$ cat src/rtl/rd_way_sel_pipe.sv
// Read-data way-select pipeline: the select is registered at s3, the chosen way is delivered at s4.
// Includes sticky first-error capture on the selected way's parity flag and a history of delivered words.
module rd_way_sel_pipe #(
  parameter int DW      = 6,
  parameter int NWAY    = 4,
  parameter int HDEPTH  = 10,
  localparam int SELW   = ($clog2(NWAY) > 1) ? $clog2(NWAY) : 1,
  localparam int CNTW   = $clog2(HDEPTH + 1)
) (
  input  logic                   usclk,
  input  logic                   sso_srst_n,
  input  logic                   rd_vld_s2,
  input  logic [SELW-1:0]        adr_s2,
  input  logic [NWAY*DW-1:0]     rd_dat_s3,
  input  logic [NWAY-1:0]        rd_par_s3,
  input  logic                   err_clr,
  output logic                   rd_vld_s4,
  output logic [DW-1:0]          rd_dat_s4,
  output logic                   err_vld,
  output logic [SELW-1:0]        err_way,
  output logic [DW-1:0]          err_dat,
  output logic [HDEPTH*DW-1:0]   hist_dat,
  output logic [CNTW-1:0]        hist_cnt
);

  typedef enum logic {ERR_IDLE = 1'b0, ERR_HELD = 1'b1} err_state_e;

  logic [SELW-1:0] sel_s3_q;
  logic            vld_s3_q;
  logic            rd_vld_s4_q;
  logic [DW-1:0]   rd_dat_s4_q;
  logic [DW-1:0]   rd_dat_s4_d;
  err_state_e      err_state_q;
  logic [SELW-1:0] err_way_q;
  logic [DW-1:0]   err_dat_q;
  logic [DW-1:0]   hist_q [HDEPTH];
  logic [DW-1:0]   hist_d [HDEPTH];
  logic [CNTW-1:0] hist_cnt_q;
  logic [CNTW-1:0] hist_cnt_d;
  logic [DW-1:0]   sdat;
  logic            perr;
  logic            err_set;

  // s3 -> s4: way mux; a select with no matching way yields zero data and counts as an error
  always_comb begin
    sdat = '0;
    perr = 1'b1;
    for (int k = 0; k < NWAY; k++) begin
      if (sel_s3_q == SELW'(k)) begin
        sdat = rd_dat_s3[k*DW +: DW];
        perr = rd_par_s3[k];
      end
    end
  end

  assign err_set = vld_s3_q & perr;

  always_comb begin
    rd_dat_s4_d = vld_s3_q ? sdat : rd_dat_s4_q;
    hist_cnt_d  = hist_cnt_q;
    for (int i = 0; i < HDEPTH; i++) begin
      hist_d[i] = hist_q[i];
    end
    if (vld_s3_q) begin
      hist_d[0] = sdat;
      for (int i = 1; i < HDEPTH; i++) begin
        hist_d[i] = hist_q[i-1];
      end
      if (hist_cnt_q != CNTW'(HDEPTH)) begin
        hist_cnt_d = hist_cnt_q + CNTW'(1);
      end
    end
  end

  always_ff @(posedge usclk or negedge sso_srst_n) begin
    if (!sso_srst_n) begin
      sel_s3_q    <= '0;
      vld_s3_q    <= 1'b0;
      rd_vld_s4_q <= 1'b0;
      rd_dat_s4_q <= '0;
      hist_cnt_q  <= '0;
      for (int i = 0; i < HDEPTH; i++) begin
        hist_q[i] <= '0;
      end
    end else begin
      sel_s3_q    <= adr_s2;
      vld_s3_q    <= rd_vld_s2;
      rd_vld_s4_q <= vld_s3_q;
      rd_dat_s4_q <= rd_dat_s4_d;
      hist_cnt_q  <= hist_cnt_d;
      for (int i = 0; i < HDEPTH; i++) begin
        hist_q[i] <= hist_d[i];
      end
    end
  end

  // Error capture: a new error coinciding with err_clr always wins over the clear
  always_ff @(posedge usclk or negedge sso_srst_n) begin
    if (!sso_srst_n) begin
      err_state_q <= ERR_IDLE;
      err_way_q   <= '0;
      err_dat_q   <= '0;
    end else begin
      case (err_state_q)
        ERR_IDLE: begin
          if (err_set) begin
            err_state_q <= ERR_HELD;
            err_way_q   <= sel_s3_q;
            err_dat_q   <= sdat;
          end
        end
        ERR_HELD: begin
          if (err_set && err_clr) begin
            err_way_q <= sel_s3_q;
            err_dat_q <= sdat;
          end else if (err_clr) begin
            err_state_q <= ERR_IDLE;
          end
        end
        default: err_state_q <= ERR_IDLE;
      endcase
    end
  end

  assign rd_vld_s4 = rd_vld_s4_q;
  assign rd_dat_s4 = rd_dat_s4_q;
  assign err_vld   = (err_state_q == ERR_HELD);
  assign err_way   = err_way_q;
  assign err_dat   = err_dat_q;
  assign hist_cnt  = hist_cnt_q;

  for (genvar g = 0; g < HDEPTH; g++) begin : g_hist
    assign hist_dat[g*DW +: DW] = hist_q[g];
  end

endmodule

$ cat config.mk
export PLATFORM = sky130hd
export DESIGN_NAME = rd_way_sel_pipe
export DESIGN_NICKNAME = d
export VERILOG_FILES = /design/src/rtl/rd_way_sel_pipe.sv
export SDC_FILE = /design/constraint.sdc
export NUM_CORES = 1
export LEC_CHECK = 0
export ABC_AREA = 1
export CAP_MARGIN = 25
export CELL_PAD_IN_SITES_DETAIL_PLACEMENT = 1
export CELL_PAD_IN_SITES_GLOBAL_PLACEMENT = 2
export CORE_UTILIZATION = 27
export CTS_CLUSTER_SIZE = 16
export DETAILED_ROUTE_END_ITERATION = 12
export PLACE_DENSITY_LB_ADDON = 0.1
export SKIP_CTS_REPAIR_TIMING = 1
export SYNTH_ARGS = -nofsm -noshare
export SYNTH_HDL_FRONTEND = slang
export SYNTH_SLANG_ARGS = --single-unit
$ cat constraint.sdc
create_clock -name usclk -period 2.4 [get_ports usclk]
set_input_delay 0.48 -clock usclk [delete_from_list [all_inputs] [get_ports usclk]]
set_output_delay 0.48 -clock usclk [all_outputs]
set_load 0.01 [all_outputs]
# --- Word-level counts from Yosys, hierarchy flattened ---
# Index checks and enable logic that the tools add are counted.
# Widths: inputs -> output; s select.
word_totals:
  register_bits: 77
  out_inout_bits: 80
  elab_cells: 48
classes:
  add_sub_neg: 1
  eq_ne: 6
  n_mux: 18
  bitwise_logic: 2
  n_reduce_logical: 4
ops:
  columns: ["cell", "count"]
  rows:
  - ["$mux 6", 6]
  - ["$pmux 6 s2", 1]
  - ["$mux 1", 7]
  - ["$add 4x1->4 const B", 1]
  - ["$eq 2x2->1 const B", 2]
  - ["$mux 2", 2]
  - ["$ne 4x4->1 const B", 1]
  - ["$pmux 2 s2", 1]
  - ["$reduce_and 2->1", 2]
  - ["$eq 2x1->1 const B", 1]
  - ["$logic_not 2->1", 1]
  - ["$ne 2x1->1 const B", 1]
  - ["$ne 2x2->1 const B", 1]
  - ["$pmux 1 s2", 1]
  - ["$and 1x1->1", 1]
  - ["$logic_and 1x1->1", 1]
  - ["$not 1->1", 1]

# --- Logic depth before layout (Yosys ltp) ---
logic_depth:
  depth_word: 9
  depth_mapped: 8

# --- Least setup slack after synthesis ---
# No wires, ideal clock.
synth_path:
  path_type: "reg2reg"
  startpoint: "register hist_cnt_q[0] (netlist: hist_cnt[0])"
  endpoint: "register hist_cnt_q[2] (netlist: hist_cnt[2])"
  arrival_time_ns: 1.080
  t_required_ns: 2.321
  slack_ns: 1.241
  stages_incl_launch_ff: 7
  n_path_buf: 0
  synth_period_minus_slack_ns: 1.159
  cell_sequence: "dfrtp_1 > inv_1 > ha_1 > nand2_1 > nand2_1 > nor2_1 > xor2_1"
synth_between:
  elab_chain_cells: 2
synth_rtl:
  columns: ["element", "line", "source"]
  rows:
  - ["start, declared", "38", "logic [CNTW-1:0] hist_cnt_q;"]
  - ["start signal, assigned", "90", "hist_cnt_q <= hist_cnt_d;"]
  - ["parallel branches: the longest is 2 deep, another holds $add 4x1->4", null, null]
# Several ways; the timed one is not identified.
# A chain may end at the register's enable or synchronous reset.

==> impl_results.md <==
- Status: finished, violations left
- Failing checks: design-rule violations
- Vias in the first global route: 2866
- Startpoint types: register
- RD Place Congestion: between 0.7 and 0.8
- Sequence of cells on the critical path: clkdlybuf4s50_1
- Via density: 4.424
- Tightest Hold Check Type: input pin to async pin
- Worst Path Required: 1.92 ns
- Cell variety after synth: 22
- Die Y: ~110 um
- Overflow left after global routing: 0
- Routed WL: 8691 um
- Synth Register Bits: 77
- Setup violators final: 0
- Largest net degree at the start of global routing: around 60
- Port Buffers: 113
- Post-detail-place hpwl: ~5900 um
- Synth area leader: dfrtp_1
- Cell Pwr Density: ~840 nW/um^2
- Clock sinks: 77
- Top cells by area, synth: dfrtp_1 60%, nand2_1 22%, nand3_1 4.2%
- Max-slew headroom: 0.5523
- Final #Nets: 508
- Antenna viol nets, final: 0
- CP Max Fanout: 4
- Initial DRC Count: ~160
- Synth top area share: 0.5964
- Dpl cell area: 4453 um^2
- Slowest Stage Delay on Critical Path: 0.56 ns
- Post-layout min period: ~1.8 ns
- DR vias: 2743
- H-tree Lvls: 3
- Crit Path Class: register to primary output
- Critical path arrival: 1.32 ns
- Chip width: approximately 110 um
- GRT Util Overall: 0.1486
- Crit-path leading delay family: buffers and inverters
- Leakage Power: ~2.3 nW
- # Max-Cap Violations: 0
- Initial antenna violation count: 0
- Fmax: 556.8 MHz
- Clock buffer depth: 2
- Share of layout cells above drive strength 1: 0.07547
- Cell area after layout: 4721 um^2
- # DRC: 12
- TritonCTS buffer count: 9
- Final period utilization: 0.7483
- Site Rows: 39
- Hold Vio Cnt, Final: 0
- Sequential fraction of the synthesis area: 0.5964
- IO Pins: between 100 and 150
- CP Buf/Inv Count: 1
- Final slew viol count: 0
- DR pass1 iterations: 8
- Clk root buf: clkbuf_16
- First-pass GRT wire length: 14340 um
- Commonest non-fill, non-tap cell in the layout: nand2_1
- Area delta synth->final: 46.13%
- Most frequent cells in the layout: 187 x nand2_1, 112 x clkdlybuf4s50_1, 76 x dfrtp_1
- Slew at the pin closest to its max-slew limit: 0.6716 ns
- Synth Warn #: 0
- Starting Density: 0.2805
- Core area: approximately 12000 um^2
- Setup TNS: 0 ns
- Max rail drop VDD: 0.0002635 V
- Die area: 12410 um^2
- Worst path slowest cell: clkdlybuf4s50_1
- Diodes inserted: 0
- Filler cells: 1333
- Clock skew: 0.006148 ns
- Post-Synthesis Cells: about 370
- Synth Cell Area: 3231 um^2
- Crit end category: primary output
- Mean Syn Cell Area: ~8.8 um^2
- Worst skew pair latency: 0.33 ns
- CTS tree: done
- RSZ-0062 raised after global routing: no
- Wirelength per Cell: 14.02 um
- Worst-path clk slew: about 0.06 ns
- Mapped Nets: 404
[metal layers]
layer	up-vias	part of all wire	global-route usage	routed length [um]
met5	-	0	0	0
met4	0	0.023	0.07477	196
met3	17	0.054	0.03538	472
met2	74	0.44	0.2229	3850
met1	1311	0.48	0.2006	4171
li1	1341	-	-	-
[final cells by class]
cell class / count / area, um^2 / share of cell area
repair buffers: 116 / 1176 / 0.2491
inverters: 17 / 66.31 / 0.01405
well taps: 143 / 178.9 / 0.03790
clock inverters: 6 / 38.79 / 0.008216
clock buffers: 10 / 229.0 / 0.04850
multi-input cells: 251 / 1104 / 0.2338
flip-flops and latches: 77 / 1928 / 0.4084
[final timing paths]
kind	slack, ns	endpoint	cells past startpoint	start
worst max-delay path	0.60	rd_dat_s4[2]	1	hist_dat[2]
worst min-delay path	0.16	hist_cnt[2]	1	sso_srst_n
worst max register to register	0.74	err_dat[1]	7	sel_s3_q[0]
worst min register to register	0.47	hist_dat[57]	2	hist_dat[57]
max in group asynchronous	1.64	hist_dat[25]	2	sso_srst_n
min in group usclk	0.47	hist_dat[57]	2	hist_dat[57]
[cells by family (layout without fill, tap and decap cells)]
| kind of cell | Yosys count | after routing | share of synthesized area |
|---|---|---|---|
| compound gates | 14 | 14 | 0.02285 |
| flops | 77 | 77 | 0.5964 |
| xor+xnor | 3 | 3 | 0.008135 |
| buf+inv | 40 | 149 | 0.06197 |
| simple gates | 232 | 232 | 0.3029 |
| fa+ha+maj | 2 | 2 | 0.007745 |
[per-stage QoR]
step	setup slack (ns)	util	cells	total power, mW	hold slack, ns
final	0.6041	0.4099	620	3.952	0.1584
after global routing	0.5585	0.4099	620	4.193	0.1995
after CTS	0.5759	0.4099	620	4.030	0.1794
after detailed placement	0.7327	0.3867	604	2.760	0.4616
after global placement	0.7703	0.3867	604	2.743	0.4549
after floorplan	1.241	-	368	2.114	0.1844
[state kept, by name, summed over array words and instances (netlist names)]
signal,cells
err_dat,6
err_vld,1
err_way,2
hist_cnt,4
hist_dat,60
rd_vld_s4,1
sel_s3_q,2
vld_s3_q,1
[Yosys cell counts]
cell type,instances
inv_4,1
nor2_4,2
inv_2,4
nand2_1,187
inv_1,12
nand2_2,3
buf_4,8
nand3_4,1
nor2_1,2
nor2_2,1
buf_6,2
buf_2,2
o21ai_2,1
nand3b_2,1
nand4_1,6
dfrtp_1,77
nand3_2,2
ha_1,2
clkbuf_1,11
xor2_1,3
nand3_1,27
o21ai_0,13
[power by group]
part	internal, mW	leakage [nW]	switching [mW]	total (mW)
clock network	0.698	0.129	0.539	1.24
logic	0.557	1.17	0.449	1.01
registers	1.52	0.986	0.189	1.71
Power figures use the tool's default switching activity.
